==> src/rtl/uart_pkg.sv <==
`timescale 1ns/1ps
// Shared UART definitions: state encoding, oversample tick divisor and parameter legality.
// Used by the receiver and by the transmitter that will reuse the baud tick generator.
package uart_pkg;

  typedef enum logic [2:0] {
    IDLE       = 3'd0,
    START      = 3'd1,
    DATA       = 3'd2,
    PARITY     = 3'd3,
    STOP       = 3'd4,
    BREAK_WAIT = 3'd5
  } uart_state_t;

  function automatic int tick_div(input int clk_hz, input int baud, input int os);
    return clk_hz / (baud * os);
  endfunction

  function automatic bit params_ok(input int clk_hz, input int baud, input int data_bits,
                                   input int stop_bits, input int os, input int sync_stages);
    return (data_bits >= 5) && (data_bits <= 9) &&
           ((stop_bits == 1) || (stop_bits == 2)) &&
           (os >= 8) && ((os % 2) == 0) && (sync_stages >= 2) && (baud > 0) &&
           (tick_div(clk_hz, baud, os) >= 1);
  endfunction

endpackage

==> src/rtl/uart_rx_os_if.sv <==
`timescale 1ns/1ps
// Receiver-to-consumer frame interface: valid/ready handshake plus per-frame status and pulses.
// master = receiver (drives the frame), slave = consumer (drives i_ready).
interface uart_rx_os_if #(
  parameter int DATA_BITS = 8
);
  import uart_pkg::*;

  logic [DATA_BITS-1:0] o_data;
  logic                 o_valid;
  logic                 i_ready;
  logic                 o_parity_err;
  logic                 o_frame_err;
  logic                 o_overrun;
  logic                 o_break;
  logic                 o_busy;

  modport master (
    output o_data, o_valid, o_parity_err, o_frame_err, o_overrun, o_break, o_busy,
    input  i_ready
  );

  modport slave (
    input  o_data, o_valid, o_parity_err, o_frame_err, o_overrun, o_break, o_busy,
    output i_ready
  );
endinterface

==> src/rtl/uart_baud_tick.sv <==
`timescale 1ns/1ps
// Oversample tick generator: one-cycle o_tick every TICK_DIV clocks.
// i_restart zeroes the phase so the next tick lands TICK_DIV cycles later.
module uart_baud_tick #(
  parameter int TICK_DIV = 10
) (
  input  logic i_Clk,
  input  logic i_Rst,
  input  logic i_restart,
  output logic o_tick
);
  import uart_pkg::*;

  localparam int            CW   = (TICK_DIV > 1) ? $clog2(TICK_DIV) : 1;
  localparam logic [CW-1:0] LAST = CW'(TICK_DIV - 1);

  logic [CW-1:0] r_cnt;
  logic          w_wrap;

  assign w_wrap = (r_cnt == LAST);
  assign o_tick = w_wrap & ~i_restart;

  always_ff @(posedge i_Clk) begin
    if (i_Rst || i_restart || w_wrap) begin
      r_cnt <= '0;
    end else begin
      r_cnt <= r_cnt + CW'(1);
    end
  end

endmodule

==> src/rtl/uart_rx_os.sv <==
`timescale 1ns/1ps
// Oversampling UART receiver with majority-vote sampling, glitch rejection and break detection.
// Frame is presented one cycle after the last stop-bit resolve tick; held until i_ready, else overrun.
module uart_rx_os #(
  parameter int CLOCK_FREQ_HZ = 25_000_000,
  parameter int BAUD_RATE     = 9_600,
  parameter int DATA_BITS     = 8,
  parameter int PARITY_EN     = 0,
  parameter int ODD_PARITY    = 1,
  parameter int STOP_BITS     = 1,
  parameter int OVERSAMPLE    = 16,
  parameter int SYNC_STAGES   = 2
) (
  input  logic         i_Clk,
  input  logic         i_Rst,
  input  logic         i_rx,
  uart_rx_os_if.master rx_if
);
  import uart_pkg::*;

  localparam int             TICK_DIV  = tick_div(CLOCK_FREQ_HZ, BAUD_RATE, OVERSAMPLE);
  localparam int             OSW       = $clog2(OVERSAMPLE);
  localparam int             BW        = $clog2(DATA_BITS + 1);
  localparam logic [OSW-1:0] T_LO      = OSW'(OVERSAMPLE / 2 - 1);
  localparam logic [OSW-1:0] T_MID     = OSW'(OVERSAMPLE / 2);
  localparam logic [OSW-1:0] T_HI      = OSW'(OVERSAMPLE / 2 + 1);
  localparam logic [OSW-1:0] T_LAST    = OSW'(OVERSAMPLE - 1);
  localparam logic [BW-1:0]  LAST_BIT  = BW'(DATA_BITS - 1);
  localparam logic           LAST_STOP = 1'(STOP_BITS - 1);
  localparam logic           ODD       = 1'(ODD_PARITY);

  if (!params_ok(CLOCK_FREQ_HZ, BAUD_RATE, DATA_BITS, STOP_BITS, OVERSAMPLE, SYNC_STAGES)) begin : g_bad_params
    $error("uart_rx_os: illegal parameter set");
  end

  logic [SYNC_STAGES-1:0] r_sync;
  logic                   r_rx_d;
  logic                   r_armed;
  uart_state_t            r_state;
  logic [OSW-1:0]         r_os;
  logic                   r_s_lo;
  logic                   r_s_mid;
  logic [BW-1:0]          r_bit_idx;
  logic [DATA_BITS-1:0]   r_shift;
  logic                   r_stop_idx;
  logic                   r_zero;
  logic                   r_perr_acc;
  logic                   r_ferr_acc;
  logic [DATA_BITS-1:0]   r_data;
  logic                   r_valid;
  logic                   r_perr;
  logic                   r_ferr;
  logic                   r_overrun;
  logic                   r_break;

  logic w_rx;
  logic w_restart;
  logic w_tick;
  logic w_resolve;
  logic w_bit;

  assign w_rx      = r_sync[SYNC_STAGES-1];
  assign w_restart = (r_state == IDLE) & r_armed & r_rx_d & ~w_rx;
  assign w_resolve = w_tick & (r_os == T_HI);
  assign w_bit     = (r_s_lo & r_s_mid) | (r_s_lo & w_rx) | (r_s_mid & w_rx);

  uart_baud_tick #(.TICK_DIV(TICK_DIV)) u_tick (
    .i_Clk     (i_Clk),
    .i_Rst     (i_Rst),
    .i_restart (w_restart),
    .o_tick    (w_tick)
  );

  always_ff @(posedge i_Clk) begin
    if (i_Rst) begin
      r_sync     <= '1;
      r_rx_d     <= 1'b1;
      r_armed    <= 1'b0;
      r_state    <= IDLE;
      r_os       <= '0;
      r_s_lo     <= 1'b1;
      r_s_mid    <= 1'b1;
      r_bit_idx  <= '0;
      r_shift    <= '0;
      r_stop_idx <= 1'b0;
      r_zero     <= 1'b0;
      r_perr_acc <= 1'b0;
      r_ferr_acc <= 1'b0;
      r_data     <= '0;
      r_valid    <= 1'b0;
      r_perr     <= 1'b0;
      r_ferr     <= 1'b0;
      r_overrun  <= 1'b0;
      r_break    <= 1'b0;
    end else begin
      r_sync    <= {r_sync[SYNC_STAGES-2:0], i_rx};
      r_rx_d    <= w_rx;
      r_armed   <= r_armed | w_rx;
      r_overrun <= 1'b0;
      r_break   <= 1'b0;
      if (r_valid && rx_if.i_ready) r_valid <= 1'b0;

      // Per-bit sample phase keeps running across bit boundaries inside a frame.
      if (w_tick && (r_state inside {START, DATA, PARITY, STOP})) begin
        r_os <= (r_os == T_LAST) ? '0 : r_os + OSW'(1);
        if (r_os == T_LO)  r_s_lo  <= w_rx;
        if (r_os == T_MID) r_s_mid <= w_rx;
      end

      case (r_state)
        IDLE: begin
          if (w_restart) begin
            r_state <= START;
            r_os    <= '0;
          end
        end
        START: begin
          if (w_resolve) begin
            if (w_bit) begin
              r_state <= IDLE;
            end else begin
              r_state    <= DATA;
              r_bit_idx  <= '0;
              r_zero     <= 1'b1;
              r_perr_acc <= 1'b0;
              r_ferr_acc <= 1'b0;
              r_stop_idx <= 1'b0;
            end
          end
        end
        DATA: begin
          if (w_resolve) begin
            r_shift <= {w_bit, r_shift[DATA_BITS-1:1]};
            r_zero  <= r_zero & ~w_bit;
            if (r_bit_idx == LAST_BIT) begin
              r_state <= (PARITY_EN != 0) ? PARITY : STOP;
            end else begin
              r_bit_idx <= r_bit_idx + BW'(1);
            end
          end
        end
        PARITY: begin
          if (w_resolve) begin
            r_perr_acc <= ((^r_shift) ^ w_bit) != ODD;
            r_zero     <= r_zero & ~w_bit;
            r_state    <= STOP;
          end
        end
        STOP: begin
          if (w_resolve) begin
            if (!r_stop_idx && r_zero && !w_bit) begin
              r_break <= 1'b1;
              r_state <= BREAK_WAIT;
              r_os    <= '0;
            end else if (r_stop_idx == LAST_STOP) begin
              // Completing mid-stop-bit lets the next start edge be caught immediately.
              r_state <= IDLE;
              if (r_valid && !rx_if.i_ready) begin
                r_overrun <= 1'b1;
              end else begin
                r_valid <= 1'b1;
                r_data  <= r_shift;
                r_perr  <= r_perr_acc;
                r_ferr  <= r_ferr_acc | ~w_bit;
              end
            end else begin
              r_ferr_acc <= r_ferr_acc | ~w_bit;
              r_stop_idx <= 1'b1;
            end
          end
        end
        BREAK_WAIT: begin
          if (!w_rx) begin
            r_os <= '0;
          end else if (w_tick) begin
            if (r_os == T_LAST) begin
              r_state <= IDLE;
              r_os    <= '0;
            end else begin
              r_os <= r_os + OSW'(1);
            end
          end
        end
        default: r_state <= IDLE;
      endcase
    end
  end

  assign rx_if.o_data       = r_data;
  assign rx_if.o_valid      = r_valid;
  assign rx_if.o_parity_err = r_perr;
  assign rx_if.o_frame_err  = r_ferr;
  assign rx_if.o_overrun    = r_overrun;
  assign rx_if.o_break      = r_break;
  assign rx_if.o_busy       = (r_state != IDLE);

endmodule

==> src/flat_wrapper.sv <==
// flat-port wrapper written by rule: the top's interface ports become plain ports
module uart_rx_os_flat import uart_pkg::*;
#(
  parameter int CLOCK_FREQ_HZ = 25_000_000,
  parameter int BAUD_RATE     = 9_600,
  parameter int DATA_BITS     = 8,
  parameter int PARITY_EN     = 0,
  parameter int ODD_PARITY    = 1,
  parameter int STOP_BITS     = 1,
  parameter int OVERSAMPLE    = 16,
  parameter int SYNC_STAGES   = 2
)
  (i_Clk, i_Rst, i_rx, rx_if_o_data, rx_if_o_valid, rx_if_o_parity_err, rx_if_o_frame_err, rx_if_o_overrun, rx_if_o_break, rx_if_o_busy, rx_if_i_ready);
  uart_rx_os_if #(.DATA_BITS(DATA_BITS)) rx_if_i ();
  input  logic i_Clk;
  input  logic i_Rst;
  input  logic i_rx;
  output wire logic [$bits(rx_if_i.o_data)-1:0] rx_if_o_data;
  output wire logic [$bits(rx_if_i.o_valid)-1:0] rx_if_o_valid;
  output wire logic [$bits(rx_if_i.o_parity_err)-1:0] rx_if_o_parity_err;
  output wire logic [$bits(rx_if_i.o_frame_err)-1:0] rx_if_o_frame_err;
  output wire logic [$bits(rx_if_i.o_overrun)-1:0] rx_if_o_overrun;
  output wire logic [$bits(rx_if_i.o_break)-1:0] rx_if_o_break;
  output wire logic [$bits(rx_if_i.o_busy)-1:0] rx_if_o_busy;
  input wire logic [$bits(rx_if_i.i_ready)-1:0] rx_if_i_ready;
  assign rx_if_o_data = rx_if_i.o_data;
  assign rx_if_o_valid = rx_if_i.o_valid;
  assign rx_if_o_parity_err = rx_if_i.o_parity_err;
  assign rx_if_o_frame_err = rx_if_i.o_frame_err;
  assign rx_if_o_overrun = rx_if_i.o_overrun;
  assign rx_if_o_break = rx_if_i.o_break;
  assign rx_if_o_busy = rx_if_i.o_busy;
  assign rx_if_i.i_ready = rx_if_i_ready;
  uart_rx_os #(.CLOCK_FREQ_HZ(CLOCK_FREQ_HZ), .BAUD_RATE(BAUD_RATE), .DATA_BITS(DATA_BITS), .PARITY_EN(PARITY_EN), .ODD_PARITY(ODD_PARITY), .STOP_BITS(STOP_BITS), .OVERSAMPLE(OVERSAMPLE), .SYNC_STAGES(SYNC_STAGES)) u_core (.i_Clk(i_Clk), .i_Rst(i_Rst), .i_rx(i_rx), .rx_if(rx_if_i));
endmodule
==> config.mk <==
export PLATFORM = sky130hd
export DESIGN_NAME = uart_rx_os_flat
export DESIGN_NICKNAME = d
export VERILOG_FILES = /design/src/rtl/uart_pkg.sv /design/src/rtl/uart_rx_os_if.sv /design/src/rtl/uart_baud_tick.sv /design/src/rtl/uart_rx_os.sv /design/src/flat_wrapper.sv
export SDC_FILE = /design/constraint.sdc
export NUM_CORES = 1
export LEC_CHECK = 0
export CORE_MARGIN = 2
export CORE_UTILIZATION = 50
export DETAILED_ROUTE_END_ITERATION = 16
export GPL_ROUTABILITY_DRIVEN = 0
export PLACE_DENSITY_LB_ADDON = 0.25
export SETUP_SLACK_MARGIN = 0.5
export SLEW_MARGIN = 20
export SYNTH_ARGS = -nofsm -noshare
export SYNTH_HDL_FRONTEND = slang
export SYNTH_SLANG_ARGS = --single-unit
==> constraint.sdc <==
create_clock -name i_Clk -period 2.35 [get_ports i_Clk]
set_input_delay 0.235 -clock i_Clk [delete_from_list [all_inputs] [get_ports i_Clk]]
set_output_delay 0.235 -clock i_Clk [all_outputs]
set_load 0.05 [all_outputs]
==> insert_results.sql <==
INSERT INTO impl_metrics (metric_group, metric, value, unit) VALUES
('outcome', 'status', 'complete, no violations', ''),
('sta', 'post-route-min-period', '1.853', 'ns'),
('floorplanning', 'die_y', '72.39', 'um'),
('clock_tree', 'tritoncts', 'built', ''),
('detailed_routing', 'initialDrtViolationCount', '198', ''),
('synth', 'ys_async_sr_fraction', '0', ''),
('synth', 'netlist.top_cell.by_area', 'dfxtp_1', ''),
('synth', 'synthesis.instances', '255', ''),
('sta', 'max_clock_freq', '539.6', 'MHz'),
('clock_tree', 'cts.sink_count', '49', ''),
('floorplanning', 'floorplan.io_pins', '18', ''),
('job', 'cap_viol_max_count', '0', ''),
('synth', 'synth_warnings', '0', ''),
('synth', 'netlist_top_cells_area', 'dfxtp_1, mux2i_1, nor2_1', ''),
('sta', 'worst_slew_margin_rel', '0.6750', ''),
('placed_design', 'dp_worst_setup_slack', '0.2695', 'ns'),
('critical_path', 'critical_path.endpoint_type', 'flop', ''),
('finish', 'multiInputGateArea', '0.001346', 'mm^2'),
('clock_tree', 'worst_setup_hold_path_clk_slew', '0.09', 'ns'),
('grt', 'grt_max_degree', '24', ''),
('power', 'p_leak', '1.027', 'nW'),
('critical_path', 'worst-endpoint-arrival', '2.04', 'ns'),
('synth', 'synth.lib_cells_used.distinct', '49', ''),
('synth', 'syn_area', '0.002338', 'mm^2'),
('placed_design', 'detailed_place_hpwl', '3114', 'um'),
('synth', 'largest_family_of_logic_cells_by_synthesized_area', 'simple AND/OR/NAND/NOR gates', ''),
('detailed_routing', 'post_drt_via_cell_ratio', '5.601', ''),
('finish', 'seqCellArea', '993.5', 'um^2'),
('synth', 'yosysSeqAreaShare', '0.4195', ''),
('grt', 'first_global_vias', '1695', ''),
('sta', 'timing_worst_slew_pin_value', '0.4752', 'ns'),
('floorplanning', 'coreArea', '0.004444', 'mm^2'),
('clock_tree', 'cts_htree_levels', '2', ''),
('synth', 'synth-adder-area-share', '0.03692', ''),
('detailed_routing', 'via_count', '1893', ''),
('finish', 'areaGrowthSynthToFinish', '20.06', '%'),
('placed_design', 'port_buffers', '17', ''),
('critical_path', 'path_class', 'reg -> reg', ''),
('synth', 'synth_edf_count', '0', ''),
('sta', 'total_negative_slack', '0', 'ns'),
('finish', 'fillerInstances', '393', ''),
('critical_path', 'data_required_time_of_the_worst_path', '2.53', 'ns'),
('synth', 'synthXorXnorAreaFrac', '0.06207', ''),
('finish', 'antenna-diode-count', '0', ''),
('sta', 'clock-skew-final', '0.01172', 'ns'),
('finish', 'post_route_cells_drive_above_1_share', '0.1958', ''),
('grt', 'antenna_found_initial', '0', ''),
('power', 'pwr_density_cell', '561.4', 'mW/mm^2'),
('synth', 'synth_compound_gate_area_share', '0.1166', ''),
('floorplanning', 'die_w', '72.39', 'um'),
('floorplanning', 'initial_core_util', '0.5262', ''),
('critical_path', 'reg2reg_setup_slack', '0.50', 'ns'),
('synth', 'postSynthRegisterBits', '49', ''),
('synth', 'post_synth_and_or_nand_nor_area_fraction', '0.2220', ''),
('detailed_routing', 'remaining_drc_errors', '0', ''),
('detailed_routing', 'wl_per_cell', '14.21', 'um'),
('sta', 'post-route-period-util', '0.7886', ''),
('clock_tree', 'cts_root_buf', 'clkbuf_8', ''),
('clock_tree', 'clk_path_buf_depth', '2', ''),
('floorplanning', 'floorplan.die_area', '0.005240', 'mm^2'),
('grt', 'globalRouteOverflowTotal', '0', ''),
('sta', 'final-setup-viol-count', '0', ''),
('floorplanning', 'fp-row-count', '24', ''),
('detailed_routing', 'detail-route-antenna-nets', '0', ''),
('power', 'power.ir.vdd_worst', '0.0002644', 'V'),
('sta', 'fin_ws', '0.4968', 'ns'),
('sta', 'rsz0062_at_grt', 'true', ''),
('detailed_routing', 'dr.pass1.iters', '4', ''),
('synth', 'yosysTopAreaCellShare', '0.4195', ''),
('critical_path', 'startpoint_type', 'flop', ''),
('sta', 'count_of_final_hold_check_violations', '0', ''),
('synth', 'synth_flop_cell', 'dfxtp_1', ''),
('detailed_routing', 'finalWirelength', '4804', 'um'),
('clock_tree', 'clk-insertion-delay-late', '0.30', 'ns'),
('finish', 'finalNetCount', '295', ''),
('min_path', 'hold_path_class', 'reg -> reg', ''),
('sta', 'final_max_slew_viol_count', '0', ''),
('grt', 'groute.usage.overall', '0.1851', ''),
('synth', 'multiplexer_area_fraction_after_synthesis', '0.1027', ''),
('synth', 'postSynthAreaPerCell', '9.171', 'um^2'),
('critical_path', 'path_max_fanout', '5', ''),
('clock_tree', 'cts-buffers-inserted', '5', ''),
('grt', 'wire_length_of_the_first_global_routing_pass', '7831', 'um'),
('synth', 'synthesis.nets', '265', '');
==> final timing paths <==
path / cells past startpoint / startpoint / endpoint
max: 5 / u_core.r_s_lo / u_core.r_bit_idx[1]
max reg2reg: 5 / u_core.r_s_lo / u_core.r_bit_idx[1]
min reg2reg: 1 / u_core.r_sync[0] / u_core.r_sync[1]
min: 1 / u_core.r_sync[0] / u_core.r_sync[1]
==> cells in the final DEF, fill, tap and decap left out, drive strengths merged, types with 10 or more instances in the layout <==
| master | netlist | layout |
|---|---|---|
| o21ai | 11 | 11 |
| mux2i | 24 | 24 |
| xnor2 | 11 | 11 |
| nand2 | 10 | 10 |
| dfxtp | 49 | 49 |
| clkdlybuf4s50 | 0 | 16 |
| buf | 6 | 16 |
| nor2 | 42 | 42 |
==> timing repair <==
item,in CTS,in global routing
buffers inserted,5,5
gates cloned,0,1
pin swaps,5,9
hold buffers,0,0
resized for setup,14,15
endpoints found under the setup margin,24,36
==> sequential cells by signal, indices dropped and copies added (netlist names), 2 cells and up <==
register             count
u_core.r_bit_idx         4
u_core.r_state           3
u_core.r_os              4
u_core.u_tick.r_cnt      8
u_core.rx_if.o_data      8
u_core.r_sync            2
u_core.r_shift           8
==> per-stage QoR <==
stage | total power [mW] | instances | hold WS (ns) | instance area (um^2) | utilization
global route | 1.640 | 338 | 0.4405 | 2808 | 0.6318
floorplan | 1.056 | 255 | 0.3388 | 2350 | -
detailed placement | 1.081 | 319 | 0.3981 | 2566 | 0.5774
CTS | 1.576 | 332 | 0.4204 | 2726 | 0.6135
global placement | 1.078 | 319 | 0.3910 | 2566 | 0.5774
finish | 1.576 | 338 | 0.4158 | 2808 | 0.6318
==> cells in the mapped netlist, types with 2 or more instances <==
library cell	number
a2111oi_0	2
a21oi_1	9
a311oi_1	2
a31oi_1	3
and3_1	3
buf_2	3
buf_6	2
clkbuf_1	5
dfxtp_1	49
ha_1	6
inv_1	8
mux2i_1	24
nand2_1	10
nand2b_1	5
nand3_1	8
nand3b_1	3
nand4_1	4
nor2_1	42
nor2b_1	2
nor3_1	8
o21ai_0	11
o22ai_1	3
or2_2	4
or3_1	2
xnor2_1	11
xor2_1	3
==> final cells by class <==
type                       instances  share of cell area
sequential                        49              0.3538
multi-input combinational        188              0.4795
tap                               52             0.02317
clock inverter                     2            0.005348
clock buffer                       6             0.02585
timing repair buffer              33              0.1016
inverter                           8             0.01070
==> metal layers <==
metal / up-vias / track usage / share of wire
met4: 0 / 0.05556 / 0.0071
met3: 2 / 0.03472 / 0.044
met1: 885 / 0.2626 / 0.47
met2: 47 / 0.2875 / 0.48
li1: 959 / - / -
met5: - / 0 / 0
==> logic make-up after synthesis <==
group                    Yosys count
buffers and inverters             19
XOR/XNOR                          15
AND/OR/NAND/NOR                  101
flip-flops                        49
multiplexers                      24
AO/OA/AOI/OAI                     40
adder cells (fa/ha/maj)            7
==> report_power, final <==
group / switching, mW / internal, mW
Sequential: 0.0258 / 0.848
Clock: 0.280 / 0.210
Combinational: 0.129 / 0.0830
==> critical path: stages, from the launching register on <==
cell	delay, ns
dfxtp_1	0.33
maj3_2	0.36
or4_4	0.47
a211o_1	0.32
a22oi_2	0.20
nor2_1	0.06
Note: power is estimated with default switching activity, not from simulation.
